<file path="config.mk">
export PLATFORM = sky130hd
export DESIGN_NAME = execute_stage_controller
export DESIGN_NICKNAME = d
export VERILOG_FILES = /design/src/rtl/execute_stage_controller.sv
export SDC_FILE = /design/constraint.sdc
export NUM_CORES = 1
export LEC_CHECK = 0
export ABC_AREA = 0
export CORE_AREA = 4 4 151 153
export DETAILED_ROUTE_END_ITERATION = 16
export DIE_AREA = 0 0 155 157
export PLACE_DENSITY = 0.82
export SYNTH_ARGS = -nofsm -noshare
export SYNTH_HDL_FRONTEND = slang
export SYNTH_SLANG_ARGS = --single-unit
</file>
<file path="constraint.sdc">
create_clock -name clk -period 3.3 [get_ports clk]
set_input_delay 0.33 -clock clk [delete_from_list [all_inputs] [get_ports clk]]
set_output_delay 0.33 -clock clk [all_outputs]
set_load 0.05 [all_outputs]
</file>
<file path="src/rtl/execute_stage_controller.sv">
// Execute-stage sequencer: accepts one instruction from decode, runs the execute datapath,
// drains the result to memory and redirects fetch on taken jumps. Optional perf counters: EXEC_PERF_CNT_EN.
module execute_stage_controller #(
  parameter int XLEN         = 64,
  parameter int EXEC_TIMEOUT = 16
`ifdef EXEC_PERF_CNT_EN
  ,
  parameter int CNT_W        = 32
`endif
) (
  input  logic            clk,
  input  logic            reset,
  input  logic            in_valid,
  output logic            in_ready,
  input  logic [XLEN-1:0] in_pc,
  output logic            execute_enable,
  input  logic            execute_done,
  input  logic [XLEN-1:0] alu_data_in,
  input  logic            jump_signal,
  input  logic [XLEN-1:0] jump_target,
  output logic            out_valid,
  input  logic            out_ready,
  output logic [XLEN-1:0] out_pc,
  output logic [XLEN-1:0] out_alu_data,
  output logic            redirect_valid,
  output logic [XLEN-1:0] redirect_pc,
  input  logic            redirect_ack,
  output logic            flush,
`ifdef EXEC_PERF_CNT_EN
  output logic [CNT_W-1:0] perf_retired,
  output logic [CNT_W-1:0] perf_redirects,
  output logic            exec_timeout
`else
  output logic            exec_timeout
`endif
);

  localparam int TW = $clog2(EXEC_TIMEOUT);
  localparam logic [TW-1:0] T_LAST = TW'(EXEC_TIMEOUT - 1);

  typedef enum logic [1:0] {
    S_IDLE     = 2'd0,
    S_EXEC     = 2'd1,
    S_DRAIN    = 2'd2,
    S_REDIRECT = 2'd3
  } state_t;

  state_t          state_r;
  state_t          next_state_s;
  logic [TW-1:0]   cnt_r;
  logic            accept_s;
  logic            capture_s;
  logic            timeout_s;
  logic            retire_s;
  logic            redirect_done_s;
  logic            enter_redirect_s;

  logic            in_ready_r;
  logic            execute_enable_r;
  logic            out_valid_r;
  logic            redirect_valid_r;
  logic            flush_r;
  logic            exec_timeout_r;
  logic [XLEN-1:0] pc_r;
  logic [XLEN-1:0] alu_r;
  logic            jump_r;
  logic [XLEN-1:0] target_r;

  // Handshake events and next-state selection
  always_comb begin
    accept_s        = (state_r == S_IDLE) && in_valid && in_ready_r;
    capture_s       = (state_r == S_EXEC) && execute_done;
    timeout_s       = 1'b0;
    retire_s        = (state_r == S_DRAIN) && out_valid_r && out_ready;
    redirect_done_s = (state_r == S_REDIRECT) && redirect_valid_r && redirect_ack;
    next_state_s    = state_r;
    case (state_r)
      S_IDLE: begin
        if (accept_s) begin
          next_state_s = S_EXEC;
        end else begin
          next_state_s = S_IDLE;
        end
      end
      S_EXEC: begin
        // done takes priority over an expiring timeout in the same cycle
        if (capture_s) begin
          next_state_s = S_DRAIN;
        end else if (cnt_r == T_LAST) begin
          timeout_s    = 1'b1;
          next_state_s = S_IDLE;
        end else begin
          next_state_s = S_EXEC;
        end
      end
      S_DRAIN: begin
        if (retire_s) begin
          next_state_s = jump_r ? S_REDIRECT : S_IDLE;
        end else begin
          next_state_s = S_DRAIN;
        end
      end
      S_REDIRECT: begin
        if (redirect_done_s) begin
          next_state_s = S_IDLE;
        end else begin
          next_state_s = S_REDIRECT;
        end
      end
      default: begin
        next_state_s = S_IDLE;
      end
    endcase
  end

  assign enter_redirect_s = (next_state_s == S_REDIRECT) && (state_r != S_REDIRECT);

  // State register and control outputs registered from the next state
  always_ff @(posedge clk or negedge reset) begin
    if (!reset) begin
      state_r          <= S_IDLE;
      in_ready_r       <= 1'b1;
      execute_enable_r <= 1'b0;
      out_valid_r      <= 1'b0;
      redirect_valid_r <= 1'b0;
      flush_r          <= 1'b0;
    end else begin
      state_r          <= next_state_s;
      in_ready_r       <= (next_state_s == S_IDLE);
      execute_enable_r <= (next_state_s == S_EXEC);
      out_valid_r      <= (next_state_s == S_DRAIN);
      redirect_valid_r <= (next_state_s == S_REDIRECT);
      flush_r          <= enter_redirect_s;
    end
  end

  // EXEC dwell counter, restarts from zero on every EXEC entry
  always_ff @(posedge clk or negedge reset) begin
    if (!reset) begin
      cnt_r <= {TW{1'b0}};
    end else if (state_r == S_EXEC) begin
      cnt_r <= cnt_r + TW'(1);
    end else begin
      cnt_r <= {TW{1'b0}};
    end
  end

  // Instruction PC and execute results held for drain and redirect
  always_ff @(posedge clk or negedge reset) begin
    if (!reset) begin
      pc_r     <= {XLEN{1'b0}};
      alu_r    <= {XLEN{1'b0}};
      jump_r   <= 1'b0;
      target_r <= {XLEN{1'b0}};
    end else begin
      if (accept_s) begin
        pc_r <= in_pc;
      end
      if (capture_s) begin
        alu_r    <= alu_data_in;
        jump_r   <= jump_signal;
        target_r <= jump_target;
      end
    end
  end

  // Sticky timeout flag, cleared only by reset
  always_ff @(posedge clk or negedge reset) begin
    if (!reset) begin
      exec_timeout_r <= 1'b0;
    end else begin
      exec_timeout_r <= exec_timeout_r | timeout_s;
    end
  end

`ifdef EXEC_PERF_CNT_EN
  logic [CNT_W-1:0] retired_r;
  logic [CNT_W-1:0] redirects_r;

  // Free-running retire and redirect counters, wrap naturally
  always_ff @(posedge clk or negedge reset) begin
    if (!reset) begin
      retired_r   <= {CNT_W{1'b0}};
      redirects_r <= {CNT_W{1'b0}};
    end else begin
      retired_r   <= retired_r + CNT_W'(retire_s);
      redirects_r <= redirects_r + CNT_W'(enter_redirect_s);
    end
  end

  assign perf_retired   = retired_r;
  assign perf_redirects = redirects_r;
`endif

  assign in_ready       = in_ready_r;
  assign execute_enable = execute_enable_r;
  assign out_valid      = out_valid_r;
  assign out_pc         = pc_r;
  assign out_alu_data   = alu_r;
  assign redirect_valid = redirect_valid_r;
  assign redirect_pc    = target_r;
  assign flush          = flush_r;
  assign exec_timeout   = exec_timeout_r;

endmodule

</file>
==> metrics <==
Final setup viols 0; gpl congestion 0.755; critical path data required time 2.97 ns; Fin Clk Skew 0.00971 ns; status finished, final reports clean; Max clock buf depth 3; EDFF count, synth 0; Mapped Area 7660 um2; Area growth syn-to-layout 64.7%; Syn Area/Cell 17.1 um2; metal2 WL 11,400 um; Buf+Inv Stages, Crit Path 1; combinational group share of total power 56.9%; Sw Share 46.2%; slowest CP cell clkdlybuf4s50_1; ys flop type dfrtp_1; VDD IR-drop max 760 uV; detailed placement HPWL 16,100 um; CP max stage delay 0.80 ns; post-synth top area cell dfrtp_1; H-tree depth 1; max-cap violations 0; vias 5,277; Top Ports 397; Post-Syn Nets 647; flops & latches, synth 205; metal3 WL 1900 um; crit path max fanout 2; sequential power share 27.8%; Commonest cells post-synth dfrtp_1 (204), mux2_2 (193), buf_4 (10), buf_6 (6), buf_2 (5); Initial Util 35.5%; wire per inst 19.0 um; CTS root buf clkbuf_16; Remaining DRCs 0; Pwr Total 16.0 mW; crit-path cells clkdlybuf4s50_1; Syn Inst Count 447; DRT antenna net count 0; slew margin rel. 49.6%; critical path's top delay family buffers and inverters; Die Ht 157 um; Routed WL 21,700 um; Setup WS pre-CTS 1.27 ns; async set-reset flop share out of synthesis 100%; CTS tree done; Seq/Total Area, Yosys 67.0%; FMAX 0.463 GHz; kind of critical path reg2out; Arrival @ worst endpoint 1.83 ns; largest net degree at the start of global routing 111; Distinct cells, synth 26; Port Buf Inserts 396; pwr/cell area 1270 nW/um2; final core utilization 58.5%; Setup crit end kind primary output; setup_tns 0 ns; CTS Buf Count 23; initial antenna violation count 0; Final Max Tran Viols 0; chip width 155 um; DRT iter0 DRCs 112; final hold vios 0; Synth warnings 0; First-pass DRT Iterations 4; Final Cycle Share 65.4%; vias per cell 4.61; Worst-path clk slew 0.06 ns; core footprint 21,600 um2; Clk pwr share 15.2%; RSZ-0062 raised after global routing no; antenna cells 0; Tightest Hold Check Type in2reg; Worst-Margin Slew 0.756 ns; Global Route Usage Sum 16.9%; Sw Pwr 7.39 mW; GR Overflow Total 0; Top Layer Used met4; layout cells sized above 1 27.4%; Final nets 1,054; Met1 Wirelength 7880 um; postcts setup bufs 0; top cells by area, synth dfrtp_1 (67%), mux2_2 (28%), buf_4 (0.98%), buf_6 (0.88%), dfstp_2 (0.34%); first-pass GRT wire length 32,800 um; die area 24,300 um2; Worst Slack Setup Final 1.14 ns; Cell Rows 54; clock latency on the worst-skew pair 0.50 ns; most frequent cell after synthesis dfrtp_1; leakage power 5.30 nW; min cycle time layout 2.16 ns; crit path launch type flop; post-synth top area share 66.6%; vias in the first global route 5,914; clock sink count 205; internal power 8.60 mW
[power groups by stage]
| stage | clock (mW) | sequential [mW] | combinational, mW |
|---|---|---|---|
| floorplan | 0 | 8.72 | 1.63 |
| global placement | 0 | 4.40 | 9.04 |
| detailed placement | 0 | 4.49 | 9.15 |
| CTS | 2.51 | 4.46 | 9.18 |
| global route | 2.62 | 4.61 | 9.41 |
| finish | 2.44 | 4.45 | 9.10 |
[worst paths after layout]
kind,from,to,slack (ns),depth (start not counted)
hold reg to reg,cnt_r[0],cnt_r[0],0.47,1
min in group asynchronous,reset,out_pc[48],0.49,2
setup reg to reg,state_r[1],out_alu_data[37],1.50,3
max in group asynchronous,reset,redirect_pc[15],2.00,3
setup / recovery,in_ready,in_ready,1.14,1
hold / removal,alu_data_in[30],out_alu_data[30],0.44,2
[flip-flops by register name (all words and copies together), names as in the netlist]
| name | count |
|---|---|
| in_ready | 1 |
| out_alu_data | 64 |
| execute_enable | 1 |
| jump_r | 1 |
| state_r | 2 |
| redirect_valid | 1 |
| exec_timeout | 1 |
| cnt_r | 4 |
| out_valid | 1 |
| redirect_pc | 64 |
| flush | 1 |
| out_pc | 64 |
[layout make-up]
type | count | area [um2]
Clock buffer | 29 | 648
Inverter | 1 | 3.75
Clock inverter | 7 | 62.6
Tap cell | 280 | 350
Fill cell | 1659 | 8940
Multi-Input combinational cell | 220 | 2360
Sequential cell | 205 | 5130
Timing Repair Buffer | 403 | 4060
[cell families (layout without fill, tap and decap cells)]
| family | Yosys count | in the layout | share of synthesized area, % |
|---|---|---|---|
| mux | 193 | 193 | 28.4 |
| compound gates | 4 | 4 | 0.457 |
| buf+inv | 22 | 440 | 2.24 |
| simple gates | 20 | 20 | 1.57 |
| flops | 205 | 205 | 67.0 |
| xor+xnor | 2 | 2 | 0.229 |
| fa+ha+maj | 1 | 1 | 0.163 |
[per-stage QoR]
step,cells,hold WS [ns],instance area (um2)
after floorplan,447,0.0344,7660
after global placement,1108,0.454,11900
after detailed placement,1108,0.455,11900
after CTS,1145,0.412,12600
after global routing,1145,0.422,12600
final,1145,0.440,12600
[per-layer routing]
layer | up-vias | track usage, %
met5 | - | 0
met1 | 2610 | 18.9
met3 | 43 | 5.00
li1 | 2385 | -
met2 | 239 | 31.2
met4 | 0 | 5.30
[cell usage in the layout (no fill, tap or decap), drive strengths merged]
master / n
and4bb: 1
clkdlybuf4s50: 395
nor3: 1
clkinv: 5
inv: 1
and3: 1
buf: 6
bufinv: 1
a41o: 1
a21o: 1
and4b: 1
dfstp: 1
clkinvlp: 1
and3b: 1
a22o: 1
dfrtp: 204
dlygate4sd3: 1
o31a: 1
nand3: 2
nand3b: 1
nand2: 4
mux2: 193
nor2: 3
xor2: 1
xnor2: 1
or2: 1
and2: 2
clkbuf: 30
nor3b: 2
ha: 1
[repair_timing]
| item | CTS | global route |
|---|---|---|
| endpoints found under the setup margin | 0 | 0 |
| gates resized for setup | 0 | 0 |
| endpoints found under the hold margin | 88 | 0 |
| hold buffers | 1 | 0 |
No activity file was read; power rests on OpenSTA's default activity.
